===== config.mk =====
export PLATFORM = sky130hd
export DESIGN_NAME = eth_tx_sched
export DESIGN_NICKNAME = d
export VERILOG_FILES = /design/src/rtl/eth_pkg.sv /design/src/rtl/eth_fifo.sv /design/src/rtl/eth_tx_sched.sv
export SDC_FILE = /design/constraint.sdc
export NUM_CORES = 1
export LEC_CHECK = 0
export BUFFER_PORTS_ARGS = -buffer_cell sky130_fd_sc_hd__buf_2
export CORE_UTILIZATION = 61
export DETAILED_ROUTE_END_ITERATION = 12
export PLACE_DENSITY = 0.85
export SYNTH_ARGS = -nofsm -noshare
export SYNTH_HDL_FRONTEND = slang
export SYNTH_SLANG_ARGS = --single-unit

===== constraint.sdc =====
create_clock -name clk_eth -period 4.15 [get_ports clk_eth]
set_input_delay 0.415 -clock clk_eth [delete_from_list [all_inputs] [get_ports clk_eth]]
set_output_delay 0.415 -clock clk_eth [all_outputs]
set_load 0.05 [all_outputs]

===== src/rtl/eth_pkg.sv =====
// Shared Ethernet-domain types: OutFIFO status/command records, pointer and
// length types, and the transmit-sequencer state encoding.
package eth_pkg;

  localparam int ETH_OUTFIFO_KB_SIZE = 2;
  localparam int ETH_OUTFIFO_BYTES   = ETH_OUTFIFO_KB_SIZE * 1024;
  // One extra bit so a completely full OutFIFO is distinguishable from empty.
  localparam int ETH_PTR_W           = $clog2(ETH_OUTFIFO_BYTES) + 1;
  localparam int ETH_TX_REQ_SLOTS    = 4;

  typedef logic [ETH_PTR_W-1:0] ptr_t;
  typedef logic [15:0]          udp_length_t;

  typedef struct packed {
    ptr_t rd_ptr;
    ptr_t wr_ptr;
    logic empty;
    logic full;
    logic done;
  } s_fifo_st_t;

  typedef struct packed {
    logic        start;
    udp_length_t length;
    logic        clear;
  } s_fifo_cmd_t;

  typedef enum logic [2:0] {
    IDLE,
    LOAD,
    WAIT_DATA,
    START,
    RELEASE
  } fsm_tx_sched_t;

  // Bytes present in the OutFIFO; modulo subtraction absorbs pointer wrap.
  function automatic ptr_t ptr_avail(input ptr_t wr_ptr, input ptr_t rd_ptr);
    return wr_ptr - rd_ptr;
  endfunction

endpackage


===== src/rtl/eth_fifo.sv =====
// Small synchronous FIFO with a synchronous clear; first-word fall-through
// read port (data_o shows the head whenever empty_o is low).
module eth_fifo #(
  parameter int SLOTS = 4,
  parameter int WIDTH = 16
) (
  input  logic             clk_eth,
  input  logic             rst_eth,
  input  logic             clear_i,
  input  logic             push_i,
  input  logic [WIDTH-1:0] data_i,
  input  logic             pop_i,
  output logic [WIDTH-1:0] data_o,
  output logic             full_o,
  output logic             empty_o
);

  localparam int AW = $clog2(SLOTS);

  logic [WIDTH-1:0] mem_q [SLOTS];
  logic [AW:0]      wr_q;
  logic [AW:0]      rd_q;
  logic             do_push;
  logic             do_pop;

  assign empty_o = (wr_q == rd_q);
  assign full_o  = (wr_q[AW] != rd_q[AW]) && (wr_q[AW-1:0] == rd_q[AW-1:0]);
  assign do_push = push_i && !full_o;
  assign do_pop  = pop_i && !empty_o;
  assign data_o  = mem_q[rd_q[AW-1:0]];

  // NOTE: storage is deliberately left out of reset; a slot is only ever read
  // after it has been written, so resetting it would only cost flops.
  always_ff @(posedge clk_eth) begin
    if (do_push) begin
      mem_q[wr_q[AW-1:0]] <= data_i;
    end
  end

  // NOTE: sequential state uses non-blocking assignments so every flop samples
  // pre-edge values regardless of statement order.
  always_ff @(posedge clk_eth) begin
    if (rst_eth || clear_i) begin
      wr_q <= '0;
      rd_q <= '0;
    end else begin
      if (do_push) wr_q <= wr_q + 1'b1;
      if (do_pop)  rd_q <= rd_q + 1'b1;
    end
  end

endmodule


===== src/rtl/eth_tx_sched.sv =====
// OutFIFO packet-send sequencer: queues byte-length requests and issues each as
// a start/length/done handshake once enough bytes are present.
// Optional START watchdog: define ETH_TX_SCHED_TIMEOUT_EN.
module eth_tx_sched
  import eth_pkg::*;
#(
  parameter int REQ_SLOTS      = ETH_TX_REQ_SLOTS,
  parameter int FIFO_BYTES     = ETH_OUTFIFO_BYTES,
  parameter int TIMEOUT_CYCLES = 65536
) (
  input  logic        clk_eth,
  input  logic        rst_eth,
  input  logic        req_valid_i,
  input  udp_length_t req_len_i,
  output logic        req_ready_o,
  input  logic        flush_i,
  input  s_fifo_st_t  fifo_st_i,
  output s_fifo_cmd_t fifo_cmd_o,
  output logic        busy_o,
  output logic        pkt_sent_o,
  output logic [15:0] sent_cnt_o,
  output logic        err_o
);

  fsm_tx_sched_t state_q;
  udp_length_t   len_q;
  logic          start_q;
  logic          clear_q;
  logic          pkt_sent_q;
  logic          err_q;
  logic [15:0]   sent_cnt_q;

  logic          q_full;
  logic          q_empty;
  logic          q_push;
  logic          q_pop;
  udp_length_t   q_head;

  logic          accept;
  logic          reject;
  ptr_t          avail;
  logic          avail_ok;
  logic          unused_st;

  assign req_ready_o = !q_full && !flush_i;
  assign accept      = req_valid_i && req_ready_o;
  assign reject      = accept &&
                       ((req_len_i == '0) || (32'(req_len_i) > 32'(FIFO_BYTES)));
  assign q_push      = accept && !reject;
  assign q_pop       = (state_q == LOAD);

  assign avail       = ptr_avail(fifo_st_i.wr_ptr, fifo_st_i.rd_ptr);
  assign avail_ok    = udp_length_t'(avail) >= len_q;
  // The gating decision uses pointers only; the FIFO's own flags are informational.
  assign unused_st   = fifo_st_i.empty ^ fifo_st_i.full;

  eth_fifo #(
    .SLOTS (REQ_SLOTS),
    .WIDTH ($bits(udp_length_t))
  ) u_req_q (
    .clk_eth (clk_eth),
    .rst_eth (rst_eth),
    .clear_i (flush_i),
    .push_i  (q_push),
    .data_i  (req_len_i),
    .pop_i   (q_pop),
    .data_o  (q_head),
    .full_o  (q_full),
    .empty_o (q_empty)
  );

`ifdef ETH_TX_SCHED_TIMEOUT_EN
  localparam int TO_W = (TIMEOUT_CYCLES > 2) ? $clog2(TIMEOUT_CYCLES) : 1;
  localparam logic [TO_W-1:0] TO_LAST = TO_W'(TIMEOUT_CYCLES - 1);
  logic [TO_W-1:0] to_cnt_q;
`endif

  always_ff @(posedge clk_eth) begin
    if (rst_eth) begin
      state_q    <= IDLE;
      len_q      <= '0;
      start_q    <= 1'b0;
      clear_q    <= 1'b0;
      pkt_sent_q <= 1'b0;
      err_q      <= 1'b0;
      sent_cnt_q <= '0;
`ifdef ETH_TX_SCHED_TIMEOUT_EN
      to_cnt_q   <= '0;
`endif
    end else begin
      clear_q    <= 1'b0;
      pkt_sent_q <= 1'b0;
      err_q      <= reject;

      // Flush beats everything, including a done arriving in the same cycle.
      if (flush_i) begin
        state_q <= IDLE;
        start_q <= 1'b0;
        clear_q <= 1'b1;
      end else begin
        unique case (state_q)
          IDLE: begin
            if (!q_empty) state_q <= LOAD;
          end
          LOAD: begin
            len_q   <= q_head;
            state_q <= WAIT_DATA;
          end
          WAIT_DATA: begin
            if (avail_ok) begin
              start_q  <= 1'b1;
              state_q  <= START;
`ifdef ETH_TX_SCHED_TIMEOUT_EN
              to_cnt_q <= '0;
`endif
            end
          end
          START: begin
            if (fifo_st_i.done) begin
              start_q    <= 1'b0;
              pkt_sent_q <= 1'b1;
              sent_cnt_q <= sent_cnt_q + 16'd1;
              state_q    <= RELEASE;
            end
`ifdef ETH_TX_SCHED_TIMEOUT_EN
            // Watchdog abort clears the OutFIFO but keeps the request queue.
            else if (to_cnt_q == TO_LAST) begin
              start_q <= 1'b0;
              clear_q <= 1'b1;
              err_q   <= 1'b1;
              state_q <= IDLE;
            end else begin
              to_cnt_q <= to_cnt_q + 1'b1;
            end
`endif
          end
          RELEASE: begin
            state_q <= IDLE;
          end
          default: begin
            state_q <= IDLE;
            start_q <= 1'b0;
          end
        endcase
      end
    end
  end

  assign fifo_cmd_o = '{start: start_q, length: len_q, clear: clear_q};
  assign busy_o     = (state_q != IDLE) || !q_empty;
  assign pkt_sent_o = pkt_sent_q;
  assign sent_cnt_o = sent_cnt_q;
  assign err_o      = err_q;

endmodule


==> results of run 1 <==
[metal layers]
metal,GRT usage (%),share of wire (%)
met1,29.07,43
met3,4.450,5.7
met5,0,0
met4,8.718,1.7
met2,38.73,50
[kinds of logic (layout without fill, tap and decap cells)]
kind of cell	count (synthesis)	in the layout	share of synthesized area (%)
AND/OR/NAND/NOR	138	138	13.57
AO/OA/AOI/OAI	59	59	7.275
adder cells (fa/ha/maj)	30	30	7.471
flip-flops	109	109	55.08
XOR/XNOR	29	29	5.249
multiplexers	18	18	7.422
buffers and inverters	48	134	3.931
[stage by stage]
step	setup slack (ps)	std cells	hold slack, ps
2_1_floorplan	1347	431	458.9
3_3_place_gp	982.6	606	456.1
3_5_place_dp	926.3	606	466.3
4_1_cts	1323	622	249.2
5_1_grt	1116	622	256.4
6_report	1321	622	263.2
[worst max-delay path, cell delays in order]
cell and delay (ps):
buf_2 100, inv_1 40, ha_1 150, inv_1 50, fa_1 400, a21oi_1 190, o21ai_1 160, o2111ai_1 220
nand2_1 90, xor2_1 150, ha_1 300, and3_1 190, o21ai_0 160, a21oi_1 80, a31oi_1 260, a211oi_1 120
[synth_stat cells (all sizes together) (5+ instances only)]
master,n,area share (%)
edfxtp,64,37
nand2,48,3.5
dfxtp,45,18
inv,34,2.5
nor2,31,2.3
ha,29,7.1
a21oi,25,2.4
mux4,16,7.0
xnor2,16,2.7
xor2,13,2.5
nor3,12,1.3
nand3,9,0.88
and2,7,0.85
buf,7,0.93
clkbuf,7,0.51
o21ai,7,0.68
a31oi,5,0.61
nor4,5,0.73
[sequential cells by signal, summed over array words and instances, names as in the netlist]
name and count:
u_req_q.mem_q 64, len_q 16, sent_cnt_o 16, state_q 3
u_req_q.rd_q 3, u_req_q.wr_q 3, clear_q 1, err_o 1
pkt_sent_o 1, start_q 1
[placed cells by master, fill, tap and decap left out, drive strengths merged, types with 5 or more instances in the layout]
cell,instances
a21oi,25
a31oi,5
and2,7
buf,84
clkbuf,10
dfxtp,45
edfxtp,64
ha,29
inv,37
mux4,16
nand2,48
nand3,9
nor2,31
nor3,12
nor4,5
o21ai,7
xnor2,16
xor2,13
[cell type report]
cell class	instances	area [um^2]
well taps	105	131.4
clock buffers	10	127.6
fillers	624	2384
multi-input cells	274	2101
flip-flops and latches	109	2823
clock inverters	6	56.30
inverters	34	127.6
repair buffers	84	425.4
[path summary, 6_finish.rpt]
| check | startpoint | endpoint | cells after the start |
|---|---|---|---|
| worst max register to register | u_req_q.rd_q[0] | u_req_q.mem_q[3][5] | 5 |
| worst min register to register | len_q[2] | len_q[2] | 2 |
| worst max-delay path | fifo_st_i[3] | start_q | 16 |
| worst min-delay path | req_len_i[8] | u_req_q.mem_q[0][8] | 1 |
[power by group]
group | internal [W] | switching, W | total [W]
logic | 0.0000795 | 0.0000990 | 0.000179
clock network | 0.000231 | 0.000370 | 0.000601
registers | 0.00114 | 0.000000439 | 0.00114
total | 0.00145 | 0.000470 | 0.00192
==> qor.txt, run 1 <==
mean post-synth cell area: 11.89 um^2
drt pass-1 iters: 4
CTS Buf Count: 9
Die X: 93.66 um
ys async rst share: 0%
synthesis-stage register bit count: 109
post-layout power: 0.001923 W
CTS tree: yes
cts repair resizes: 0
H-tree depth: 3
RSZ-0062 raised after global routing: no
routed vias: 3,413
vias in the first global route: 3,289
core box area: 8175 um^2
Rel. slew slack: 41.08%
crit end category: flop
nets: 589
WL final: 9.306 mm
leakage power: 2.207 nW
total congestion overflow: 0
kind of critical path: in -> reg
Post-Syn Area: 5125 um^2
Die Ht: 93.66 um
ANT cells: 0
clock root buffer: clkbuf_8
Max Clk Rate: 353.4 MHz
Power Density: 332.0 nW/um^2
final core utilization: 70.84%
synthesis-to-layout area growth: 13.01%
gpl congestion: 0.8693
maximum VDD drop: 0.3056 mV
share of layout cells above drive strength 1: 23.79%
wire length of the first global-routing pass: 15.15 mm
Core Rows: 33
DR iter-0 viols: 143
Antenna Violating Nets Remaining: 0
Final Cycle Share: 68.18%
post-CTS setup buffers: 0
IO Port Bufs: 82
flop-to-flop setup slack: 1430 ps
Worst Max-Slew Pin Slew: 879.1 ps
min Tclk post-route: 2829 ps
Ys Warns: 0
status: completed
clock sinks: 109
clk_lat worst skew: 370 ps
Cell Area, Placed: 5608 um^2
TNS Setup: 0 ps
Gate Count Post-Synth: 431
CP startpoint kind: input pin
Post-synth EDFFs: 64
CP Max Fanout: 4
Critical Path AT: 3080 ps
largest net degree at the start of global routing: 37
post-route cell area: 5792 um^2
initial antenna violation count: 0
I/O pin cnt: 85
Clock transition at path regs: 100 ps
WP data required: 4400 ps
post-DR wirelength/cell: 14.96 um
residual DRC count: 0
Setup Skew: 7.567 ps
via-per-instance ratio: 5.487
Cell variety after synth: 52
Mapped Nets: 508
post-DP HPWL: 6.888 mm
MaxCap Viol Count: 0
Hold Crit Class: in -> reg
Post-CTS Hold Buffers: 0
Main synth FF type: edfxtp_1
setup violators final: 0
DIE AREA: 8772 um^2
Max Slew Vio Count: 0
Hold Fails Final Rpt: 0
GRT Total Usage: 22.83%
Starting Density: 62.69%
sequential share of the synthesized area: 55.08%
CTS max path bufs: 2
Note: power is estimated with default switching activity, not from simulation.
==> run 2, diff against run 1 <==
- CORE_UTILIZATION: 61 -> 51
- PLACE_DENSITY: 0.85 -> 0.76
- clock period: 4.15 -> 2.55 ns (I/O delays scaled with it)
==> run 2 against run 1 <==
Die area is 19% higher. Sequential power grew 63%. Routed wire length rose by 6.2%. Critical endpoint is now state_q[0]. Largest cell class unchanged.
==> qor.txt, run 2 (synthesized netlist as in run 1, its figures left out) <==
cell-internal power: 0.002511 W
Gate power share: 10.6%
Antenna Violating Nets Remaining: 0
H-tree depth: 3
status: completed
IO Port Bufs: 82
via-per-instance ratio: 5.152
nets: 611
vias in the first global route: 3,269
MaxCap Viol Count: 0
commonest non-fill, non-tap cell in the layout: buf_2
DIE AREA: 10,450 um^2
Largest register FFs: 64
Worst Max-Slew Pin Slew: 854.3 ps
Sequential Power Share: 55.9%
critical-path cell list: buf_2 > inv_1 > ha_2 > inv_2 > fa_2 > a21oi_4 > o21ai_2 > o2111ai_1 > nand2_1 > xor2_1 > ha_1 > a21o_1 > o21ai_2 > a21oi_2 > a31oi_2 > a31oi_1
leakage power: 2.357 nW
CP Max Fanout: 4
top cell family by delay on the critical path: compound AO/OA/AOI/OAI gates
Power Density: 544.1 nW/um^2
Setup Skew: 17.03 ps
clock root buffer: clkbuf_8
CP startpoint kind: input pin
switch share: 24.54%
CTS Buf Count: 9
residual DRC count: 0
largest net degree at the start of global routing: 36
Starting Density: 52.43%
Clock transition at path regs: 110 ps
routed vias: 3,462
Rel. slew slack: 42.74%
Core Rows: 36
wire length of the first global-routing pass: 15.81 mm
Die Ht: 102.2 um
initial antenna violation count: 0
Hold Fails Final Rpt: 0
WP buf/inv: 3
post-route cell area: 6116 um^2
clk_lat worst skew: 380 ps
I/O pin cnt: 85
DR iter-0 viols: 116
synthesis-to-layout area growth: 19.34%
Max Slew Vio Count: 0
Die X: 102.2 um
fillcell total: 770
commonest non-fill, non-tap cells in the layout: buf_2 (82), edfxtp_1 (64), nand2_1 (48), dfxtp_1 (45), inv_1 (33)
share of layout cells above drive strength 1: 29.13%
WP data required: 2810 ps
kind of critical path: in -> reg
Max Clk Rate: 414.4 MHz
gpl congestion: 0.8377
FF+latch area: 2823 um^2
total net switching power: 0.0008165 W
ANT cells: 0
post-DP HPWL: 7.227 mm
Cell Area, Placed: 5858 um^2
drt pass-1 iters: 4
CP most frequent cell: o21ai_2
Hold Crit Class: in -> reg
Final Cycle Share: 94.64%
Critical Path AT: 2670 ps
maximum VDD drop: 0.3476 mV
core box area: 9774 um^2
total congestion overflow: 0
post-DR wirelength/cell: 14.71 um
Clock Power Share: 33.5%
CTS tree: yes
min Tclk post-route: 2413 ps
crit end category: flop
WL final: 9.886 mm
Slowest cell on crit path: fa_2
CP peak stage delay: 360 ps
setup violators final: 0
GRT Total Usage: 20.24%
multi-input gate area in the final layout: 2147 um^2
clock sinks: 109
Post-CTS Hold Buffers: 0
CTS max path bufs: 2
TNS Setup: 0 ps
RSZ-0062 raised after global routing: no
-- run 2: worst register-to-register path, delay by kind of cell, from the launching register on --
kind                   cells  cell delay [ps]
AND/OR/NAND/NOR            2              500
buffers and inverters      1              250
flip-flops                 1              470
XOR/XNOR                   1              240
AO/OA/AOI/OAI              1              160
-- run 2: final timing paths --
check | start | end | slack (ps) | depth (start not counted)
worst min register to register | len_q[8] | len_q[8] | 490 | 2
worst min-delay path | req_len_i[7] | u_req_q.mem_q[2][7] | 100 | 1
worst max-delay path | fifo_st_i[3] | state_q[0] | 140 | 16
worst max register to register | u_req_q.wr_q[0] | u_req_q.mem_q[2][0] | 620 | 5
-- run 2: cell type report --
type	count	area share, %
Clock buffer	9	2.025
Multi-Input combinational cell	274	35.11
Clock inverter	7	1.637
Timing Repair Buffer	106	10.27
Inverter	34	2.087
Tap cell	133	2.721
Sequential cell	109	46.15
-- run 2: per-stage QoR --
step / total power (W) / hold WS, ps / std cells / utilization, % / setup WS [ps]
2_1_floorplan: 0.002104 / 353.9 / 431 / - / 7.358
3_3_place_gp: 0.002215 / 453.8 / 656 / 59.93 / -280.0
3_5_place_dp: 0.002230 / 471.1 / 656 / 59.93 / -393.1
4_1_cts: 0.003340 / 74.49 / 672 / 62.22 / 24.19
5_1_grt: 0.003469 / 81.38 / 672 / 62.57 / 19.22
6_report: 0.003328 / 98.69 / 672 / 62.57 / 136.8
-- run 2: routing by layer --
layer  track usage, %  up-vias  share of wire (%)
li1                 -     1755                  -
met1            27.41     1625                 46
met2            32.11       71                 48
met3            4.788       11                3.9
met4            6.923        0                1.3
met5                0        -                  0
-- run 2: what timing repair did --
action	CTS	global route
gates resized for setup	0	7
setup buffers	0	0
setup endpoints to repair	0	2
-- run 2: power groups by stage --
| stage | sequential [W] | combinational, W | clock (W) |
|---|---|---|---|
| after floorplan | 0.00190 | 0.000200 | 0 |
| after global placement | 0.00190 | 0.000314 | 0 |
| after detailed placement | 0.00190 | 0.000329 | 0 |
| after CTS | 0.00186 | 0.000332 | 0.00115 |
| after global routing | 0.00186 | 0.000394 | 0.00121 |
| final | 0.00186 | 0.000351 | 0.00112 |
